<file path="src/rtl/pipeline_skid_stage.sv">
// Two-entry skid buffer between a valid/ready producer and consumer.
// in_ready is registered so out_ready never reaches the upstream side combinationally.
module pipeline_skid_stage #(
   parameter int DATA_W = 32,
   parameter int CNT_W  = 16
) (
   input  logic              clk,
   input  logic              reset,
   input  logic              flush,
   input  logic              in_valid,
   output logic              in_ready,
   input  logic [DATA_W-1:0] in_data,
   output logic              out_valid,
   input  logic              out_ready,
   output logic [DATA_W-1:0] out_data,
   output logic [1:0]        occupancy,
   output logic [CNT_W-1:0]  stall_count
);

   typedef enum logic [1:0] {EMPTY = 2'd0, HALF = 2'd1, FULL = 2'd2} state_t;

   localparam logic [CNT_W-1:0] STALL_MAX = '1;

   state_t            state_q, state_d;
   logic [DATA_W-1:0] main_q, main_d;
   logic [DATA_W-1:0] skid_q, skid_d;
   logic              in_ready_q;
   logic [1:0]        occ_q;
   logic [CNT_W-1:0]  stall_q, stall_d;
   logic              in_fire, out_fire, stall_cyc;

   // Masking with reset keeps in_ready low during reset yet high right after it.
   assign in_ready    = in_ready_q & ~reset;
   assign out_valid   = (state_q != EMPTY);
   assign out_data    = main_q;
   assign occupancy   = occ_q;
   assign stall_count = stall_q;

   assign in_fire   = in_valid & in_ready;
   assign out_fire  = out_valid & out_ready;
   assign stall_cyc = out_valid & ~out_ready;

   always_comb begin
      state_d = state_q;
      main_d  = main_q;
      skid_d  = skid_q;
      stall_d = stall_q;
      if (stall_cyc && (stall_q != STALL_MAX)) begin
         stall_d = stall_q + 1'b1;
      end
      if (flush) begin
         state_d = EMPTY;
      end else begin
         case (state_q)
            EMPTY: begin
               if (in_fire) begin
                  state_d = HALF;
                  main_d  = in_data;
               end
            end
            HALF: begin
               if (in_fire && out_fire) begin
                  main_d = in_data;
               end else if (in_fire) begin
                  state_d = FULL;
                  skid_d  = in_data;
               end else if (out_fire) begin
                  state_d = EMPTY;
               end
            end
            FULL: begin
               // in_ready is low here, so only the drain side can move.
               if (out_fire) begin
                  state_d = HALF;
                  main_d  = skid_q;
               end
            end
            default: state_d = EMPTY;
         endcase
      end
   end

   always_ff @(posedge clk) begin
      if (reset) begin
         state_q    <= EMPTY;
         main_q     <= '0;
         skid_q     <= '0;
         in_ready_q <= 1'b1;
         occ_q      <= 2'd0;
         stall_q    <= '0;
      end else begin
         state_q    <= state_d;
         main_q     <= main_d;
         skid_q     <= skid_d;
         in_ready_q <= (state_d != FULL);
         occ_q      <= state_d;
         stall_q    <= stall_d;
      end
   end

endmodule

</file>
<file path="config.mk">
export PLATFORM = sky130hd
export DESIGN_NAME = pipeline_skid_stage
export DESIGN_NICKNAME = d
export VERILOG_FILES = /design/src/rtl/pipeline_skid_stage.sv
export SDC_FILE = /design/constraint.sdc
export NUM_CORES = 1
export LEC_CHECK = 0
export ABC_AREA = 1
export CAP_MARGIN = 20
export CORE_MARGIN = 1.5
export CORE_UTILIZATION = 30
export CTS_CLUSTER_DIAMETER = 50
export DETAILED_ROUTE_END_ITERATION = 7
export PLACE_DENSITY = 0.59
export REMOVE_ABC_BUFFERS = 1
export SLEW_MARGIN = 20
export SYNTH_ARGS = -nofsm -noshare
export SYNTH_HDL_FRONTEND = slang
export SYNTH_SLANG_ARGS = --single-unit
export TNS_END_PERCENT = 30
</file>
<file path="constraint.sdc">
create_clock -name clk -period 1.8 [get_ports clk]
set_input_delay 0.36 -clock clk [delete_from_list [all_inputs] [get_ports clk]]
set_output_delay 0.36 -clock clk [all_outputs]
set_load 0.03 [all_outputs]
</file>
==> results of run 1 <==
==> power breakdown <==
part	internal, mW	total [mW]	switching, mW
combinational	0.221	0.470	0.249
sequential	1.88	1.91	0.0274
clock	1.29	2.02	0.732
total	3.39	4.40	1.01
==> registers in the layout (all words and copies together) (netlist names) <==
name and cells:
stall_count 16, skid_q 32, occupancy 2, out_data 32, in_ready_q 1
==> area by class of cell <==
cell class	instances	area share
multi-input combinational	418	0.346
sequential	83	0.318
timing repair buffer	111	0.217
clock buffer	12	0.0491
tap	168	0.0402
inverter	23	0.0165
clock inverter	4	0.0139
==> per-stage QoR <==
step / area [um^2] / total power [mW] / TNS (ps) / hold slack, ps / std cells
after global routing: 5230 / 4.58 / 0 / 514 / 819
after CTS: 5210 / 4.45 / 0 / 493 / 819
final: 5230 / 4.40 / 0 / 484 / 819
after detailed placement: 4900 / 2.42 / -4650 / 479 / 803
after floorplan: 3550 / 2.16 / -20170 / 429 / 524
after global placement: 4900 / 2.42 / -3800 / 468 / 803
==> cell usage in the layout (no fill, tap or decap) <==
cell,Yosys,routed
clkinvlp_4,0,1
clkdlybuf4s15_1,0,1
nor2_4,2,2
o21ai_1,3,3
ha_1,1,1
a31oi_1,1,1
nor2_8,1,1
nor3_4,1,1
clkinv_2,0,1
nor2_1,152,152
clkbuf_16,0,9
nand2_4,1,1
clkbuf_8,0,2
nand3b_1,1,1
o21ai_0,65,65
nand3_1,10,10
buf_4,3,17
a21oi_1,13,13
inv_1,19,18
dlymetal6s2s_1,0,5
xor2_1,4,4
nand2_2,1,1
dfxtp_1,83,83
bufinv_16,0,2
clkbuf_1,8,1
nand2_1,151,151
nor2_2,4,4
nor3b_1,1,1
dlygate4sd2_1,0,14
inv_2,4,5
nand4_1,4,4
xnor2_1,1,1
clkdlybuf4s50_1,0,67
buf_12,0,7
nand3_2,1,1
==> logic make-up (layout without fill, tap and decap cells) <==
family,after synthesis,in the layout,synth area share
AOI/OAI and AO/OA,82,82,0.111
xor gates and xnor gates,5,5,0.0118
adders and majority gates,1,1,0.00337
buffers and inverters,50,150,0.0657
DFF,83,83,0.448
and+or+nand+nor,330,330,0.361
==> cells in the mapped netlist, drive strengths merged <==
cell type  number  area share
nor3            1      0.0044
nand2         153        0.16
nor2          159        0.17
nand3          11       0.016
nand3b          1      0.0020
clkbuf         10       0.011
dfxtp          83        0.45
nand4           4      0.0067
a31oi           1      0.0017
nor3b           1      0.0020
inv            23       0.023
ha              1      0.0034
xor2            4      0.0094
xnor2           1      0.0024
buf            17       0.032
o21ai          68       0.092
a21oi          13       0.018
==> what timing repair did <==
action	CTS	global route
gates resized for setup	15	6
buffers inserted	0	0
endpoints found under the setup margin	15	6
==> layer usage <==
| metal | GRT usage | vias to the layer above | share of wire |
|---|---|---|---|
| met5 | 0 | - | 0 |
| met4 | 0.0417 | 0 | 0.011 |
| met3 | 0.0593 | 8 | 0.078 |
| met2 | 0.256 | 128 | 0.44 |
| met1 | 0.215 | 1709 | 0.47 |
| li1 | - | 1912 | - |
==> final timing paths <==
check / cells after the start / slack, ps / end / start
max: 1 / 40 / out_data[16] / out_data[16]$_SDFFE_PP0P_
max reg2reg: 9 / 250 / stall_count[15]$_SDFFE_PP0P_ / stall_count[0]$_SDFFE_PP0P_
min reg2reg: 2 / 480 / out_data[29]$_SDFFE_PP0P_ / out_data[29]$_SDFFE_PP0P_
min: 2 / 480 / out_data[29]$_SDFFE_PP0P_ / out_data[29]$_SDFFE_PP0P_
==> impl_metrics.ini, run 1 <==
[outcome]
status = complete, no violations

[timing]
setup_violations = 0
finalCriticalPeriod_ps = 1760
worst_slew_pin_slew_ps = 409
relSlewSlack = 0.727
worst_slack_ps = 44.5
slew_viol_final = 0
hold_viol_final = 0
rsz0062_at_grt = false
clock-skew-final_ps = 6.70
max_clock_freq_ghz = 0.570
min_period_over_period = 0.975

[clock_tree]
clk_latency_ps = 340
numCtsBuffers = 9
cts-root-buf = clkbuf_16
clk_pin_slew_ps = 60
cts.path.max_buffers = 2
cts_sinks = 83
cts_tree = built
h-tree-depth = 3
hold_buffers = 0

[layout]
diodes = 0
area_delta_synth_final_pct = 40.8
multi_input_area_um2 = 1810
final_nets = 684
fillCellCount = 1212
post-route-util = 0.433
regArea_um2 = 1660
drive_gt1_frac = 0.0845

[global_route]
grt_pass1_wl_mm = 17.0
grt_pass1_vias = 3571
overflow = 0
grtUsageTotal = 0.164
grt_max_degree = 41
antenna_found_initial = 0

[critical_path]
cpLargestDelayFamily = buffers and inverters
worst-path-buf-inv = 1
crit_path_max_incr_delay_ps = 690
cpMaxStageDelayCell = clkdlybuf4s50_1
cp_cell_sequence = clkdlybuf4s50_1
cp.arrival_ps = 1400
worst_setup_path_end_kind = output pin
cp-start-kind = register
crit_fanout = 2
crit_required_ps = 1440
worstSetupPathType = reg2out

[die]
die-height_um = 114
die_x_um = 114
start_util = 0.308
row_count = 40
ioPinCount = 89
core-area_um2 = 12100
die_area_um2 = 13100

[power]
power_density_nw_per_um2 = 842
p_leak_nw = 2.37
peakVddDrop_mv = 0.334

[drt]
ant_nets = 0
dr_total_vias = 3757
first_iter_violations = 348
vias_per_cell = 4.59
dr.pass1.iters = 5
routed_wl_mm = 10.2
wl_per_cell_um = 12.4
drc_errors = 0

[logic_synthesis]
synth.avg_cell_area_um2 = 6.74
ys_ff_latch = 83
yosysWarnings = 0
synth_cells = 551
synth_cell_types = 28
synth_area_um2 = 3710
ys_seq_area_frac = 0.448

[placement]
dp_slack_ps = -162
port_buffers = 88
dpl.hpwl_mm = 7.06
gp_congestion = 0.808

[worst_hold_path]
min_path_type = reg2reg

[job]
drv_cap = 0
No activity file was read; power rests on OpenSTA's default activity.
==> run 2, diff against run 1 <==
--- a/config.mk
+++ b/config.mk
@@ -7,11 +7,13 @@
 export LEC_CHECK = 0
 export ABC_AREA = 1
 export CAP_MARGIN = 20
+export CELL_PAD_IN_SITES_DETAIL_PLACEMENT = 1
+export CELL_PAD_IN_SITES_GLOBAL_PLACEMENT = 1
 export CORE_MARGIN = 1.5
-export CORE_UTILIZATION = 30
+export CORE_UTILIZATION = 34
 export CTS_CLUSTER_DIAMETER = 50
 export DETAILED_ROUTE_END_ITERATION = 7
-export PLACE_DENSITY = 0.59
+export PLACE_DENSITY = 0.85
 export REMOVE_ABC_BUFFERS = 1
 export SLEW_MARGIN = 20
 export SYNTH_ARGS = -nofsm -noshare
==> impl_metrics.ini, run 2 (same netlist as run 1, synthesis figures left out) <==
[outcome]
status = complete, no violations

[drt]
drc_errors = 0
ant_nets = 0
wl_per_cell_um = 14.3
dr_total_vias = 3829
routed_wl_mm = 11.3
first_iter_violations = 159
vias_per_cell = 4.85
dr.pass1.iters = 4

[critical_path]
cp_cell_sequence = clkdlybuf4s50_1
cpMaxStageDelayCell = clkdlybuf4s50_1
worst_setup_path_end_kind = output pin
crit_required_ps = 1440
worst-path-buf-inv = 1
r2r_slack_ps = 200
crit_path_max_incr_delay_ps = 690
crit_fanout = 2
reg2regPathDepth = 9
worstSetupPathType = reg2out
cpLargestDelayFamily = buffers and inverters
r2r_end = stall_count[13]$_SDFFE_PP0P_
rr_startpoint = stall_count[1]$_SDFFE_PP0P_
cp-startpoint = out_data[6]$_SDFFE_PP0P_
cp.arrival_ps = 1410
cp-start-kind = register

[worst_hold_path]
worstHoldStart = out_data[26]$_SDFFE_PP0P_
min_path_type = reg2reg
holdPathEnd = out_data[26]$_SDFFE_PP0P_
hold_depth = 2

[clock_tree]
cts_tree = built
cts_sinks = 83
clk_pin_slew_ps = 80
cts.path.max_buffers = 2
post_cts_buffers = 0
h-tree-depth = 3
clk_latency_ps = 370
numCtsBuffers = 9
cts-root-buf = clkbuf_8

[global_route]
overflow = 0
grt_max_degree = 66
antenna_found_initial = 0
grtUsageTotal = 0.208
grt_pass1_vias = 3987
grt_pass1_wl_mm = 19.0

[layout]
drive_gt1_frac = 0.0873
layout_common_cells = nor2_1, nand2_1, dfxtp_1
area_delta_synth_final_pct = 36.2
final_nets = 686
fillCellCount = 1393
regArea_um2 = 1660
multi_input_area_um2 = 1810
final_common_cell = nor2_1
fin_cells = 789
diodes = 0
fin_area_um2 = 5050
post-route-util = 0.483

[die]
die_area_um2 = 11600
die_x_um = 107
die-height_um = 107
row_count = 37
ioPinCount = 89
core-area_um2 = 10500
start_util = 0.355

[power]
peakVddDrop_mv = 0.344
pwr-share-clk = 0.381
netSwitchingFraction = 0.257
p_comb_frac = 0.121
p_leak_nw = 2.42
p_switching_mw = 0.983
internal-power_mw = 2.84
power_density_nw_per_um2 = 757
report.power.total_mw = 3.83
seq_power_share = 0.498

[timing]
min_period_over_period = 0.982
finalCriticalPeriod_ps = 1770
hold_viol_final = 0
clock-skew-final_ps = 10.4
slew_viol_final = 0
rsz0062_at_grt = true
relSlewSlack = 0.748
worst_slew_pin_slew_ps = 377
max_clock_freq_ghz = 0.566
setup_violations = 0
whs_ps = 488

[placement]
dpl.hpwl_mm = 8.08
gp_congestion = 0.801
dp_cells = 773
port_buffers = 88
placed_area_um2 = 4840

[job]
drv_cap = 0
[run 2: cell count changes in the layout (fill, tap and decap cells not counted), moves of 3 or more]
cell / previous run / this run
dlymetal6s2s_1: 5 / 10
clkbuf_16: 9 / 0
clkbuf_8: 2 / 12
buf_4: 17 / 22
buf_12: 7 / 4
clkdlybuf4s50_1: 67 / 55
dlygate4sd2_1: 14 / 21
[run 2: how the worst max path moves through the flow]
stage / slack [ps] / to / cells after the start
global route: -10 / out_valid / 3
finish: 30 / out_data[6] / 1
global placement: -80 / skid_q[0]$_SDFFE_PP0P_ / 8
CTS: 9 / out_data[1] / 1
detailed placement: -150 / skid_q[9]$_SDFFE_PP0P_ / 8
floorplan: -410 / out_data[0]$_SDFFE_PP0P_ / 6
[run 2: layout make-up]
class                   count  area share
multi-input cells         418       0.357
flip-flops and latches     83       0.329
repair buffers            113       0.221
well taps                 136      0.0337
clock buffers              13      0.0334
inverters                  23      0.0171
clock inverters             3     0.00891
[run 2: repair_timing]
item                                    in CTS  in global routing
hold buffers                                 0                  0
endpoints found under the setup margin      22                 11
resized for setup                           23                 11
[run 2: power by group through the flow]
stage | combinational, mW | sequential, mW | clock, mW
6_report | 0.463 | 1.91 | 1.46
5_1_grt | 0.503 | 1.91 | 1.57
4_1_cts | 0.469 | 1.91 | 1.49
3_5_place_dp | 0.470 | 1.95 | 0
3_3_place_gp | 0.459 | 1.95 | 0
2_1_floorplan | 0.137 | 2.02 | 0
[run 2: metal layers]
metal  GRT usage  wire length [um]  up-vias
met4      0.0836               196        0
met1       0.254              5080     1816
met3      0.0339               538       16
met5           0                 0        -
met2       0.363              5460       84
li1            -                 -     1913
[run 2: stage by stage]
step,setup WS [ps],setup TNS [ps]
6_report,32.5,0
5_1_grt,-10.7,-10.7
4_1_cts,9.22,0
3_5_place_dp,-150,-6020
3_3_place_gp,-83.0,-3210
2_1_floorplan,-414,-20170
==> run 3, diff against run 2 <==
--- a/config.mk
+++ b/config.mk
@@ -13,7 +13,7 @@
 export CORE_UTILIZATION = 34
 export CTS_CLUSTER_DIAMETER = 50
 export DETAILED_ROUTE_END_ITERATION = 7
-export PLACE_DENSITY = 0.85
+export PLACE_DENSITY_LB_ADDON = 0.1
 export REMOVE_ABC_BUFFERS = 1
 export SLEW_MARGIN = 20
 export SYNTH_ARGS = -nofsm -noshare
==> impl_metrics.ini, run 3 (same netlist as run 1, synthesis figures left out) <==
[outcome]
status = complete, no violations

[worst_hold_path]
holdPathEnd = out_data[11]$_SDFFE_PP0P_
hold_depth = 2
min_path_type = reg2reg
worstHoldStart = out_data[11]$_SDFFE_PP0P_

[drt]
dr.pass1.iters = 4
drc_errors = 0
wl_per_cell_um = 13.6
vias_per_cell = 4.75
routed_wl_mm = 10.7
dr_total_vias = 3747
ant_nets = 0
first_iter_violations = 107

[clock_tree]
h-tree-depth = 3
hold_buffers = 0
clk_latency_ps = 360
cts_sinks = 83
cts.path.max_buffers = 2
clk_pin_slew_ps = 90
numCtsBuffers = 9
cts_tree = built
cts-root-buf = clkbuf_8

[critical_path]
r2r_slack_ps = 220
cpLargestDelayFamily = buffers and inverters
crit_path_max_incr_delay_ps = 690
worstSetupPathType = reg2out
cp_cell_sequence = clkdlybuf4s50_1
cp-start-kind = register
worst_setup_path_end_kind = output pin
worst-path-buf-inv = 1
crit_required_ps = 1440
crit_fanout = 2
reg2regPathDepth = 9
r2r_end = stall_count[14]$_SDFFE_PP0P_
cpMaxStageDelayCell = clkdlybuf4s50_1
rr_startpoint = stall_count[1]$_SDFFE_PP0P_
cp.arrival_ps = 1390

[placement]
dp_slack_ps = -194
port_buffers = 88
dpl.hpwl_mm = 7.63
gp_congestion = 0.756
placed_area_um2 = 4870

[layout]
final_common_cell = nor2_1
area_delta_synth_final_pct = 37.1
layout_common_cells = nor2_1, nand2_1, dfxtp_1
regArea_um2 = 1660
fin_area_um2 = 5090
final_nets = 686
fillCellCount = 1385
drive_gt1_frac = 0.0888
diodes = 0
multi_input_area_um2 = 1810

[timing]
finalCriticalPeriod_ps = 1750
slew_viol_final = 0
rsz0062_at_grt = false
min_period_over_period = 0.973
relSlewSlack = 0.782
worst_slew_pin_slew_ps = 326
hold_viol_final = 0
worst_slack_ps = 49.0
clock-skew-final_ps = 15.3
setup_violations = 0
max_clock_freq_ghz = 0.571

[global_route]
grtUsageTotal = 0.197
grt_pass1_vias = 3843
antenna_found_initial = 0
grt_pass1_wl_mm = 18.1
overflow = 0
grt_max_degree = 38

[power]
power_density_nw_per_um2 = 747
p_leak_nw = 2.48
peakVddDrop_mv = 0.395

[die]
ioPinCount = 89
row_count = 37
start_util = 0.355
die-height_um = 107
core-area_um2 = 10500
die_area_um2 = 11600
die_x_um = 107

[job]
drv_cap = 0
[run 3: changes by cell type in the layout (fill, tap and decap cells not counted), sizes merged]
cell / change
dlymetal6s2s: +4
inv: +2
dlygate4sd2: -4
clkinv: +1
clkbuf: -3
[run 3: report_power, final]
part	leakage (nW)	internal (mW)	switching, mW
sequential	0.673	1.88	0.0257
clock	0.101	0.694	0.741
combinational	1.71	0.216	0.248
[run 3: stage by stage]
| stage | utilization | TNS (ps) | hold slack [ps] | std cells | power (mW) |
|---|---|---|---|---|---|
| 6_report | 0.487 | 0 | 487 | 789 | 3.80 |
| 5_1_grt | 0.487 | 0 | 524 | 789 | 3.98 |
| 4_1_cts | 0.483 | 0 | 498 | 789 | 3.86 |
| 3_5_place_dp | 0.465 | -7450 | 475 | 773 | 2.42 |
| 3_3_place_gp | 0.465 | -5310 | 466 | 773 | 2.41 |
| 2_1_floorplan | - | -20170 | 429 | 524 | 2.16 |
[run 3: worst max path at each step]
stage	startpoint	to	slack (ps)	depth (start not counted)
2_1_floorplan	occupancy[1]$_SDFF_PP0_	out_data[0]$_SDFFE_PP0P_	-410	6
5_1_grt	out_data[20]$_SDFFE_PP0P_	out_data[20]	5	1
3_3_place_gp	out_ready	skid_q[24]$_SDFFE_PP0P_	-140	7
6_report	out_data[20]$_SDFFE_PP0P_	out_data[20]	50	1
4_1_cts	out_data[30]$_SDFFE_PP0P_	out_data[30]	8	1
3_5_place_dp	out_ready	skid_q[10]$_SDFFE_PP0P_	-190	7
[run 3: routing by layer]
layer | share of wire | track usage | vias to the layer above
li1 | - | - | 1919
met1 | 0.45 | 0.241 | 1767
met2 | 0.51 | 0.355 | 54
met3 | 0.033 | 0.0442 | 7
met4 | 0.0066 | 0.0367 | 0
met5 | 0 | 0 | -
[run 3: final cells by class]
class / count / area share
clock buffer: 10 / 0.0270
clock inverter: 6 / 0.0145
inverter: 23 / 0.0170
multi-input combinational: 418 / 0.355
sequential: 83 / 0.326
tap: 136 / 0.0334
timing repair buffer: 113 / 0.227
[run 3: timing repair]
| item | CTS | global route |
|---|---|---|
| buffers inserted | 0 | 0 |
| endpoints found under the setup margin | 18 | 15 |
| endpoints found under the hold margin | 0 | 0 |
| gates resized for setup | 18 | 15 |
